--- config.mk ---
export PLATFORM = sky130hd
export DESIGN_NAME = sys_input_debounce
export DESIGN_NICKNAME = d
export VERILOG_FILES = /design/src/rtl/sys_input_debounce.sv
export SDC_FILE = /design/constraint.sdc
export NUM_CORES = 1
export LEC_CHECK = 0
export CORE_ASPECT_RATIO = 1.4
export CORE_UTILIZATION = 40
export CTS_BUF_LIST = sky130_fd_sc_hd__clkbuf_16
export CTS_CLUSTER_SIZE = 28
export DETAILED_ROUTE_END_ITERATION = 7
export PLACE_DENSITY_LB_ADDON = 0.05
export SLEW_MARGIN = 20
export SYNTH_ARGS = -nofsm -noshare
export SYNTH_HDL_FRONTEND = slang
export SYNTH_SLANG_ARGS = --single-unit
--- constraint.sdc ---
create_clock -name clk -period 3.4 [get_ports clk]
set_input_delay 0.68 -clock clk [delete_from_list [all_inputs] [get_ports clk]]
set_output_delay 0.68 -clock clk [all_outputs]
set_load 0.02 [all_outputs]
--- src/rtl/sys_input_debounce.sv ---
// Multi-channel input debouncer: per-channel synchronizer, tick-gated stability
// counter, registered debounced level and one-cycle rise/fall pulses.

module sys_input_debounce_lane #(
  parameter int SYNC_STAGES     = 2,
  parameter int DEBOUNCE_CYCLES = 1000,
  parameter int CW              = $clog2(DEBOUNCE_CYCLES) + 1
) (
  input  logic clk,
  input  logic reset,
  input  logic raw,
  input  logic tick,
  output logic level,
  output logic rise,
  output logic fall,
  output logic rise_nxt,
  output logic fall_nxt
);
  localparam logic [CW-1:0] CNT_MAX = CW'(DEBOUNCE_CYCLES - 1);

  logic [SYNC_STAGES-1:0] sync_q;
  logic [CW-1:0]          cnt, cnt_nxt;
  logic                   level_nxt;
  logic                   sync_out;

  assign sync_out = sync_q[SYNC_STAGES-1];

  always_comb begin
    cnt_nxt   = cnt;
    level_nxt = level;
    rise_nxt  = 1'b0;
    fall_nxt  = 1'b0;
    if (sync_out == level) begin
      cnt_nxt = '0;
    end else if (tick) begin
      // >= keeps the counter from ever wrapping past the acceptance point
      if (cnt >= CNT_MAX) begin
        level_nxt = sync_out;
        cnt_nxt   = '0;
        rise_nxt  = sync_out;
        fall_nxt  = ~sync_out;
      end else begin
        cnt_nxt = cnt + 1'b1;
      end
    end
  end

  always_ff @(posedge clk) begin
    if (reset) begin
      sync_q <= '0;
      cnt    <= '0;
      level  <= 1'b0;
      rise   <= 1'b0;
      fall   <= 1'b0;
    end else begin
      sync_q <= {sync_q[SYNC_STAGES-2:0], raw};
      cnt    <= cnt_nxt;
      level  <= level_nxt;
      rise   <= rise_nxt;
      fall   <= fall_nxt;
    end
  end
endmodule

module sys_input_debounce #(
  parameter int WIDTH           = 32,
  parameter int SYNC_STAGES     = 2,
  parameter int DEBOUNCE_CYCLES = 1000
) (
  input  logic             clk,
  input  logic             reset,
  input  logic [WIDTH-1:0] raw_in,
  input  logic             tick,
  output logic [WIDTH-1:0] data_out,
  output logic [WIDTH-1:0] rise_pulse,
  output logic [WIDTH-1:0] fall_pulse,
  output logic             edge_any
);
  localparam int CW = $clog2(DEBOUNCE_CYCLES) + 1;

  logic [WIDTH-1:0] rise_nxt, fall_nxt;

  for (genvar i = 0; i < WIDTH; i++) begin : g_lane
    sys_input_debounce_lane #(
      .SYNC_STAGES    (SYNC_STAGES),
      .DEBOUNCE_CYCLES(DEBOUNCE_CYCLES),
      .CW             (CW)
    ) u_lane (
      .clk     (clk),
      .reset   (reset),
      .raw     (raw_in[i]),
      .tick    (tick),
      .level   (data_out[i]),
      .rise    (rise_pulse[i]),
      .fall    (fall_pulse[i]),
      .rise_nxt(rise_nxt[i]),
      .fall_nxt(fall_nxt[i])
    );
  end

  // Built from next-state pulses so it lands in the same cycle as the pulses
  always_ff @(posedge clk) begin
    if (reset) edge_any <= 1'b0;
    else       edge_any <= |(rise_nxt | fall_nxt);
  end
endmodule

# == Yosys cells after proc, flatten, opt, wreduce, memory -nomap -nowiden ==
# Cells that the tools add are included.
# W data, S select, Z words.
# totals
n_memories,0
romBits,0
ram_bits,0
latch_bits,0
regBits,513
word_cells,611
# classes
bitwise_logic,65
reduce_logical,65
mul,0
addsub,32
div,0
order_cmp,32
eq_ne,32
n_mux,224
shift,0
# op_table
operator,count
$add A11 B1 Y11 const B,32
$ge A11 B10 Y1 const B,32
$mux W11,32
$mux W1,192
$reduce_and A3 Y1,32
$not A1 Y1,64
$reduce_or A2 Y1,32
$eq A1 B1 Y1,32
$or A32 B32 Y32,1
$reduce_or A32 Y1,1

# == Depth between registers and ports, before layout ==
# Gate-level depths: netlist of the first run.
# depth
depth_word,6
mapped_depth,8
depth_no_buf,7

# == Modules after synthesis ==
# From an unflattened synthesis of the first run, not the netlist that was laid out.
# unflattened
cells_unflattened,2359
hier_area_um2,21827.2
# by_module_without_submodules
module,n_inst,area_per_inst_um2,cells_each
sys_input_debounce_lane,32,676.9,73
sys_input_debounce,1,166.4,23

# == Least setup slack after synthesis of the first run ==
# No wires, ideal clock.
# synth_timing
kind,input-to-reg
from,input port tick
to,register edge_any
path_buffers,2
slack_ps,1564
stages,8
setup_ps,133
arrival_ps,1703
t_required_ps,3267
path_cell_list,buf_4 -> inv_1 -> buf_2 -> nor2_1 -> o21ai_0 -> o2111ai_1 -> nor4_1 -> a31oi_1
# synth_via
elab_chain_len,4
word_cells_on_any_way,130
# synth_rtl
element,line,source
from (decl),73,"input logic tick,"
$mux W1,35,end else if (tick) begin
$mux W1,33,if (sync_out == level) begin
$or A32 B32 Y32 *,104,else edge_any <= |(rise_nxt | fall_nxt);
$reduce_or A32 Y1 *,104,
to (signal assigned),104,
to (decl),77,output logic edge_any
# Mark *: on every way between the ends. The rest lies on a longest branch, timed or not.
# A chain may end at the register's enable or synchronous reset.

# == Worst setup path after layout of the first run ==
# layout_timing
from,register g_lane[11].u_lane.cnt[0]
to,register edge_any
# layout_via
elab_chain_len,6
word_cells_on_any_way,9
# layout_rtl
element,line,source
from (decl),22,"logic [CW-1:0] cnt, cnt_nxt;"
from (signal assigned),57,cnt <= cnt_nxt;
$ge A11 B10 Y1 *,37,if (cnt >= CNT_MAX) begin
$mux W1,37,
$mux W1,35,
$mux W1,33,
$or A32 B32 Y32 *,104,
$reduce_or A32 Y1 *,104,
# Marks and branches as above.

==> flow_metrics.env, run 1 <==
export IMPL_syn_area_um2=21400
export IMPL_num_vias=15000
export IMPL_grt_pass1_wl_um=72400
export IMPL_path_cells="ha_1 -> a211oi_1 -> a211oi_1 -> o21ai_1 -> o2111ai_1 -> nor4_1 -> a31oi_1"
export IMPL_fmax_mhz=405
export IMPL_n_fill_cell=5067
export IMPL_grt_busiest_layer="met2"
export IMPL_ant_nets=0
export IMPL_grt_pass1_vias=14500
export IMPL_hold_path_class="reg -> reg"
export IMPL_power_density_nw_per_um2=486
export IMPL_area_growth_pct=13.2
export IMPL_maxCapViolCount=0
export IMPL_ys_warn_count=0
export IMPL_clock_sinks=513
export IMPL_cpMaxStageDelayCell="nor4_1"
export IMPL_clock_skew_ns=0.0123
export IMPL_overflow=0
export IMPL_syn_inst=2288
export IMPL_die_y_um=275
export IMPL_portBuffers=131
export IMPL_p_leak_nw=8.65
export IMPL_max_slew_margin_pct=43.7
export IMPL_cpMostUsedCell="a211oi_1"
export IMPL_cts_buffer_depth=3
export IMPL_worstPathArrival_ns=2.92
export IMPL_tightest_slew_ns=0.845
export IMPL_dieArea_um2=54300
export IMPL_path_max_fanout=5
export IMPL_finalSetupTns_ns=0
export IMPL_place_area_um2=22600
export IMPL_fin_crit_sh_pct=72.6
export IMPL_gp_congestion=0.779
export IMPL_htreeDepth=2
export IMPL_drive_gt1_share_pct=4.29
export IMPL_place_hpwl_um=30700
export IMPL_rows=99
export IMPL_cp_num_buf_inv=0
export IMPL_setup_viol=0
export IMPL_start_kind="register"
export IMPL_grt_use_met1_pct=20.1
export IMPL_postSynthAreaPerCell_um2=9.34
export IMPL_firstDrtPassIters=4
export IMPL_core_region_area_um2=52400
export IMPL_grt_start_max_net_pins=96
export IMPL_ys_seq_area_share_pct=48.1
export IMPL_clk_latency_ns=0.59
export IMPL_cts_setup_buffers=0
export IMPL_drt_iter0_markers=597
export IMPL_grt_use_met3_pct=3.07
export IMPL_totalWireLength_um=44200
export IMPL_root_buffer="clkbuf_16"
export IMPL_n_antenna_cell=0
export IMPL_finalHoldViolCount=0
export IMPL_ios=132
export IMPL_crit_family="compound AO/OA/AOI/OAI gates"
export IMPL_postLayoutCoreUtil_pct=46.2
export IMPL_cts_tree="done"
export IMPL_cts_buffers=52
export IMPL_max_stage_delay_ns=0.54
export IMPL_fp_dieW_um=197
export IMPL_post_drt_wl_per_cell_um=14.4
export IMPL_critPathRequiredTime_ns=3.85
export IMPL_start_util_pct=40.8
export IMPL_peakVddDrop_v=0.000348
export IMPL_status="completed"
export IMPL_path_clk_slew_ns=0.06
export IMPL_nNetsFinal=2382
export IMPL_vias_per_cell=4.90
export IMPL_rsz0062_at_grt="no"
export IMPL_yosysUniqueCellTypes=40
export IMPL_critPathCaptureType="register"
export IMPL_grt_util_all_layers_pct=16.3
export IMPL_use_met2_pct=28.6
export IMPL_antenna_found_initial=1
export IMPL_cts_hold_buf=0
export IMPL_cts_resized=0
export IMPL_critical_path_class="reg -> reg"
export IMPL_final_cell_area_um2=24200
export IMPL_drv_slew=0
export IMPL_min_period_ns=2.47
export IMPL_drcViolationCount=0
export IMPL_syn_num_nets=2355
export IMPL_synth_seq_cells=513
[per-stage QoR]
step / setup slack, ns / total power [mW] / std cells / hold WS [ns]
3_3_place_gp: 0.724 / 6.50 / 2968 / 0.419
5_1_grt: 0.823 / 12.2 / 3063 / 0.450
2_1_floorplan: 1.56 / 6.40 / 2288 / 0.414
6_report: 0.931 / 11.8 / 3063 / 0.432
4_1_cts: 0.908 / 12.0 / 3063 / 0.435
3_5_place_dp: 0.630 / 6.50 / 2968 / 0.420
[final cells by class]
class / instances / area (um2) / area share (%)
Timing Repair Buffer: 143 / 1430 / 5.91
Inverter: 32 / 120 / 0.497
Tap cell: 707 / 885 / 3.66
Clock inverter: 42 / 256 / 1.06
Clock buffer: 53 / 1330 / 5.48
Multi-Input combinational cell: 1573 / 9900 / 40.9
Sequential cell: 513 / 10300 / 42.5
[layer usage]
metal | share of wire [%] | vias to the layer above
li1 | - | 7716
met1 | 45 | 7046
met2 | 49 | 178
met3 | 3.9 | 69
met4 | 2.2 | 2
met5 | 0.029 | -
[cell usage in the layout, fill, tap and decap left out, drive strengths merged]
cell type | Yosys | layout
a211o | 20 | 20
a211oi | 36 | 36
a21boi | 2 | 2
a21o | 8 | 8
a21oi | 12 | 12
a2bb2oi | 8 | 8
a31oi | 21 | 21
a41oi | 2 | 2
and3 | 74 | 74
and4 | 29 | 29
buf | 128 | 14
bufinv | 0 | 3
clkbuf | 42 | 53
clkdlybuf4s50 | 0 | 129
clkinv | 0 | 31
dfxtp | 513 | 513
ha | 32 | 32
inv | 32 | 40
mux2i | 62 | 62
nand2 | 158 | 158
nand3 | 57 | 57
nand4 | 96 | 96
nor2 | 456 | 456
nor2b | 65 | 65
nor3 | 5 | 5
nor4 | 4 | 4
nor4b | 64 | 64
o2111ai | 4 | 4
o211a | 2 | 2
o211ai | 7 | 7
o21ai | 20 | 20
o22ai | 8 | 8
or2 | 3 | 3
or3 | 2 | 2
xnor2 | 136 | 136
xor2 | 180 | 180
[cells by family after synthesis]
| group | count (synthesis) | synth area share, % |
|---|---|---|
| multiplexers | 62 | 2.91 |
| flip-flops | 513 | 48.1 |
| AO/OA/AOI/OAI | 150 | 5.41 |
| AND/OR/NAND/NOR | 1013 | 23.2 |
| buffers and inverters | 202 | 5.57 |
| XOR/XNOR | 316 | 13.0 |
| adder cells (fa/ha/maj) | 32 | 1.87 |
[sequential cells by signal, summed over array words and instances, names as in the netlist]
| register | flops |
|---|---|
| g_lane.u_lane.level | 32 |
| g_lane.u_lane.cnt | 352 |
| g_lane.u_lane.sync_q | 64 |
| g_lane.u_lane.fall | 32 |
| g_lane.u_lane.rise | 32 |
| edge_any | 1 |
[final timing paths]
path	slack (ns)	start	cells after the start	end
setup / recovery	0.93	g_lane[11].u_lane.cnt[0]	7	edge_any
hold / removal	0.43	g_lane[27].u_lane.sync_q[0]	1	g_lane[27].u_lane.sync_q[1]
setup reg to reg	0.93	g_lane[11].u_lane.cnt[0]	7	edge_any
hold reg to reg	0.43	g_lane[27].u_lane.sync_q[0]	1	g_lane[27].u_lane.sync_q[1]
[synth_stat cells (all sizes together)]
cell type | instances | area [um2]
a211o | 20 | 175
a211oi | 36 | 310
a21boi | 2 | 15.0
a21o | 8 | 60.1
a21oi | 12 | 60.1
a2bb2oi | 8 | 120
a31oi | 21 | 131
a41oi | 2 | 17.5
and3 | 74 | 463
and4 | 29 | 254
buf | 128 | 911
clkbuf | 42 | 159
dfxtp | 513 | 10300
ha | 32 | 400
inv | 32 | 120
mux2i | 62 | 621
nand2 | 158 | 593
nand3 | 57 | 285
nand4 | 96 | 601
nor2 | 456 | 1710
nor2b | 65 | 407
nor3 | 5 | 25.0
nor4 | 4 | 25.0
nor4b | 64 | 561
o2111ai | 4 | 35.0
o211a | 2 | 20.0
o211ai | 7 | 52.6
o21ai | 20 | 108
o22ai | 8 | 50.1
or2 | 3 | 18.8
or3 | 2 | 12.5
xnor2 | 136 | 1190
xor2 | 180 | 1580
[report_power, final]
| part | switching [mW] | internal, mW |
|---|---|---|
| Sequential | 0.0331 | 6.05 |
| Clock | 2.36 | 3.03 |
| Combinational | 0.160 | 0.112 |
No activity file was read; power rests on OpenSTA's default activity.
==> run 2: changes to the inputs <==
==> constraint.sdc (replaced) <==
create_clock -name clk -period 2.44 [get_ports clk]
set_input_delay 0.488 -clock clk [delete_from_list [all_inputs] [get_ports clk]]
set_output_delay 0.488 -clock clk [all_outputs]
set_load 0.02 [all_outputs]
==> flow_metrics.env, run 2 (same netlist as run 1, synthesis figures left out) <==
export IMPL_rows=99
export IMPL_fmax_mhz=446
export IMPL_p_seq_share_pct=50.4
export IMPL_grt_use_met1_pct=20.2
export IMPL_p_leak_nw=8.88
export IMPL_die_y_um=275
export IMPL_ant_nets=0
export IMPL_largest_register="g_lane.u_lane.cnt"
export IMPL_totalWireLength_um=43800
export IMPL_grt_pass1_wl_um=73400
export IMPL_max_stage_delay_ns=0.39
export IMPL_cts_buffers=52
export IMPL_clock_skew_ns=0.0171
export IMPL_gp_congestion=0.813
export IMPL_clk_latency_ns=0.60
export IMPL_path_clk_slew_ns=0.06
export IMPL_antenna_found_initial=0
export IMPL_maxCapViolCount=0
export IMPL_drive_gt1_share_pct=5.82
export IMPL_portBuffers=131
export IMPL_fin_crit_sh_pct=91.9
export IMPL_drcViolationCount=0
export IMPL_final_cells=3094
export IMPL_cpMaxStageDelayCell="nor4_2"
export IMPL_cts_tree="done"
export IMPL_top_regs="g_lane.u_lane.cnt: 352 flops, g_lane.u_lane.sync_q: 64 flops"
export IMPL_switching_share_pct=21.1
export IMPL_place_area_um2=22900
export IMPL_finalSetupTns_ns=0
export IMPL_worstPathArrival_ns=2.71
export IMPL_internal_power_mw=13.3
export IMPL_peakVddDrop_v=0.000608
export IMPL_dieArea_um2=54300
export IMPL_num_vias=15000
export IMPL_dp_slack_ns=0.0430
export IMPL_max_slew_margin_pct=58.8
export IMPL_n_antenna_cell=0
export IMPL_p_clk_share_pct=47.2
export IMPL_most_common_layout_cells="513 x dfxtp_1, 456 x nor2_1, 180 x xor2_1, 158 x nand2_1, 136 x xnor2_1"
export IMPL_drt_iter0_markers=610
export IMPL_post_drt_wl_per_cell_um=14.2
export IMPL_power_density_nw_per_um2=684
export IMPL_start_kind="register"
export IMPL_critical_path_class="reg -> reg"
export IMPL_overflow=0
export IMPL_min_delay_path_depth=2
export IMPL_rsz0062_at_grt="no"
export IMPL_cts_buffer_depth=3
export IMPL_firstDrtPassIters=4
export IMPL_fp_dieW_um=197
export IMPL_cts_hold_buf=0
export IMPL_tightest_slew_ns=0.618
export IMPL_critPathRequiredTime_ns=2.91
export IMPL_path_cells="ha_1 -> a21o_1 -> a211oi_2 -> a2bb2oi_2 -> o22ai_1 -> nor4_2 -> a31oi_1"
export IMPL_grt_util_all_layers_pct=16.5
export IMPL_min_period_ns=2.24
export IMPL_root_buffer="clkbuf_16"
export IMPL_ios=132
export IMPL_path_max_fanout=5
export IMPL_grt_start_max_net_pins=39
export IMPL_status="completed"
export IMPL_place_inst=3001
export IMPL_htreeDepth=2
export IMPL_place_hpwl_um=31400
export IMPL_area_growth_pct=15.2
export IMPL_critPathCaptureType="register"
export IMPL_core_region_area_um2=52400
export IMPL_use_met2_pct=28.9
export IMPL_clock_sinks=513
export IMPL_worstRegToRegCells=7
export IMPL_hold_path_class="in -> reg"
export IMPL_grt_busiest_layer="met2"
export IMPL_finalHoldViolCount=0
export IMPL_switchingPower_mw=3.56
export IMPL_nNetsFinal=2415
export IMPL_worst_slack_ns=0.197
export IMPL_grt_pass1_vias=14700
export IMPL_final_common_cell="dfxtp_1"
export IMPL_p_total_mw=16.8
export IMPL_setup_viol=0
export IMPL_final_cell_area_um2=24600
export IMPL_largest_reg_flops=352
export IMPL_drv_slew=0
export IMPL_grt_use_met3_pct=3.13
export IMPL_combPwrFrac_pct=2.4
export IMPL_start_util_pct=40.8
export IMPL_vias_per_cell=4.86
[run 2: cell count changes in the layout (fill, tap and decap cells not counted), moves of 2 or more]
| cell | before | now |
|---|---|---|
| clkinv_2 | 12 | 9 |
| inv_1 | 40 | 42 |
| bufinv_16 | 3 | 7 |
| buf_12 | 2 | 7 |
| buf_4 | 10 | 38 |
| clkinv_1 | 18 | 10 |
| inv_6 | 0 | 2 |
[run 2: what timing repair did]
item,4_1_cts,5_1_grt
setup buffers,0,0
gates resized for setup,0,1
endpoints found under the setup margin,0,1
[run 2: worst paths after layout]
path                               startpoint                           to  slack (ns)
setup / recovery      g_lane[5].u_lane.cnt[0]                     edge_any        0.20
hold / removal                          reset      g_lane[24].u_lane.level        0.22
setup reg to reg      g_lane[5].u_lane.cnt[0]                     edge_any        0.20
hold reg to reg   g_lane[30].u_lane.sync_q[0]  g_lane[30].u_lane.sync_q[1]        0.43
[run 2: final cells by class]
cell class,count,area [um2]
clock inverter,40,367
sequential,513,10300
timing repair buffer,176,1740
tap,707,885
fill,4987,27800
clock buffer,53,1330
inverter,32,120
multi-input combinational,1573,9910
[run 2: metrics by stage]
stage / utilization (%) / hold WS (ns)
after floorplan: - / 0.414
after global placement: 43.7 / 0.417
after detailed placement: 43.7 / 0.421
after CTS: 47.0 / 0.186
after global routing: 47.0 / 0.200
final: 47.0 / 0.217
[run 2: per-layer routing]
| layer | vias to the layer above | share of wire, % |
|---|---|---|
| met3 | 71 | 3.6 |
| met5 | - | 0 |
| met2 | 189 | 49 |
| met4 | 0 | 2.6 |
| li1 | 7779 | - |
| met1 | 7008 | 45 |
[run 2: critical path: cells and delay by family (launching register included)]
| kind | cells | cell delay (ns) |
|---|---|---|
| adders and majority gates | 1 | 0.25 |
| DFF | 1 | 0.36 |
| and+or+nand+nor | 1 | 0.39 |
| AOI/OAI and AO/OA | 5 | 1.13 |
[run 2: power groups by stage]
stage	clock network, mW	logic (mW)	registers [mW]
after floorplan	0	0.265	8.65
after global routing	8.58	0.454	8.48
after CTS	8.25	0.421	8.48
after detailed placement	0	0.419	8.67
final	7.95	0.411	8.48
after global placement	0	0.418	8.67
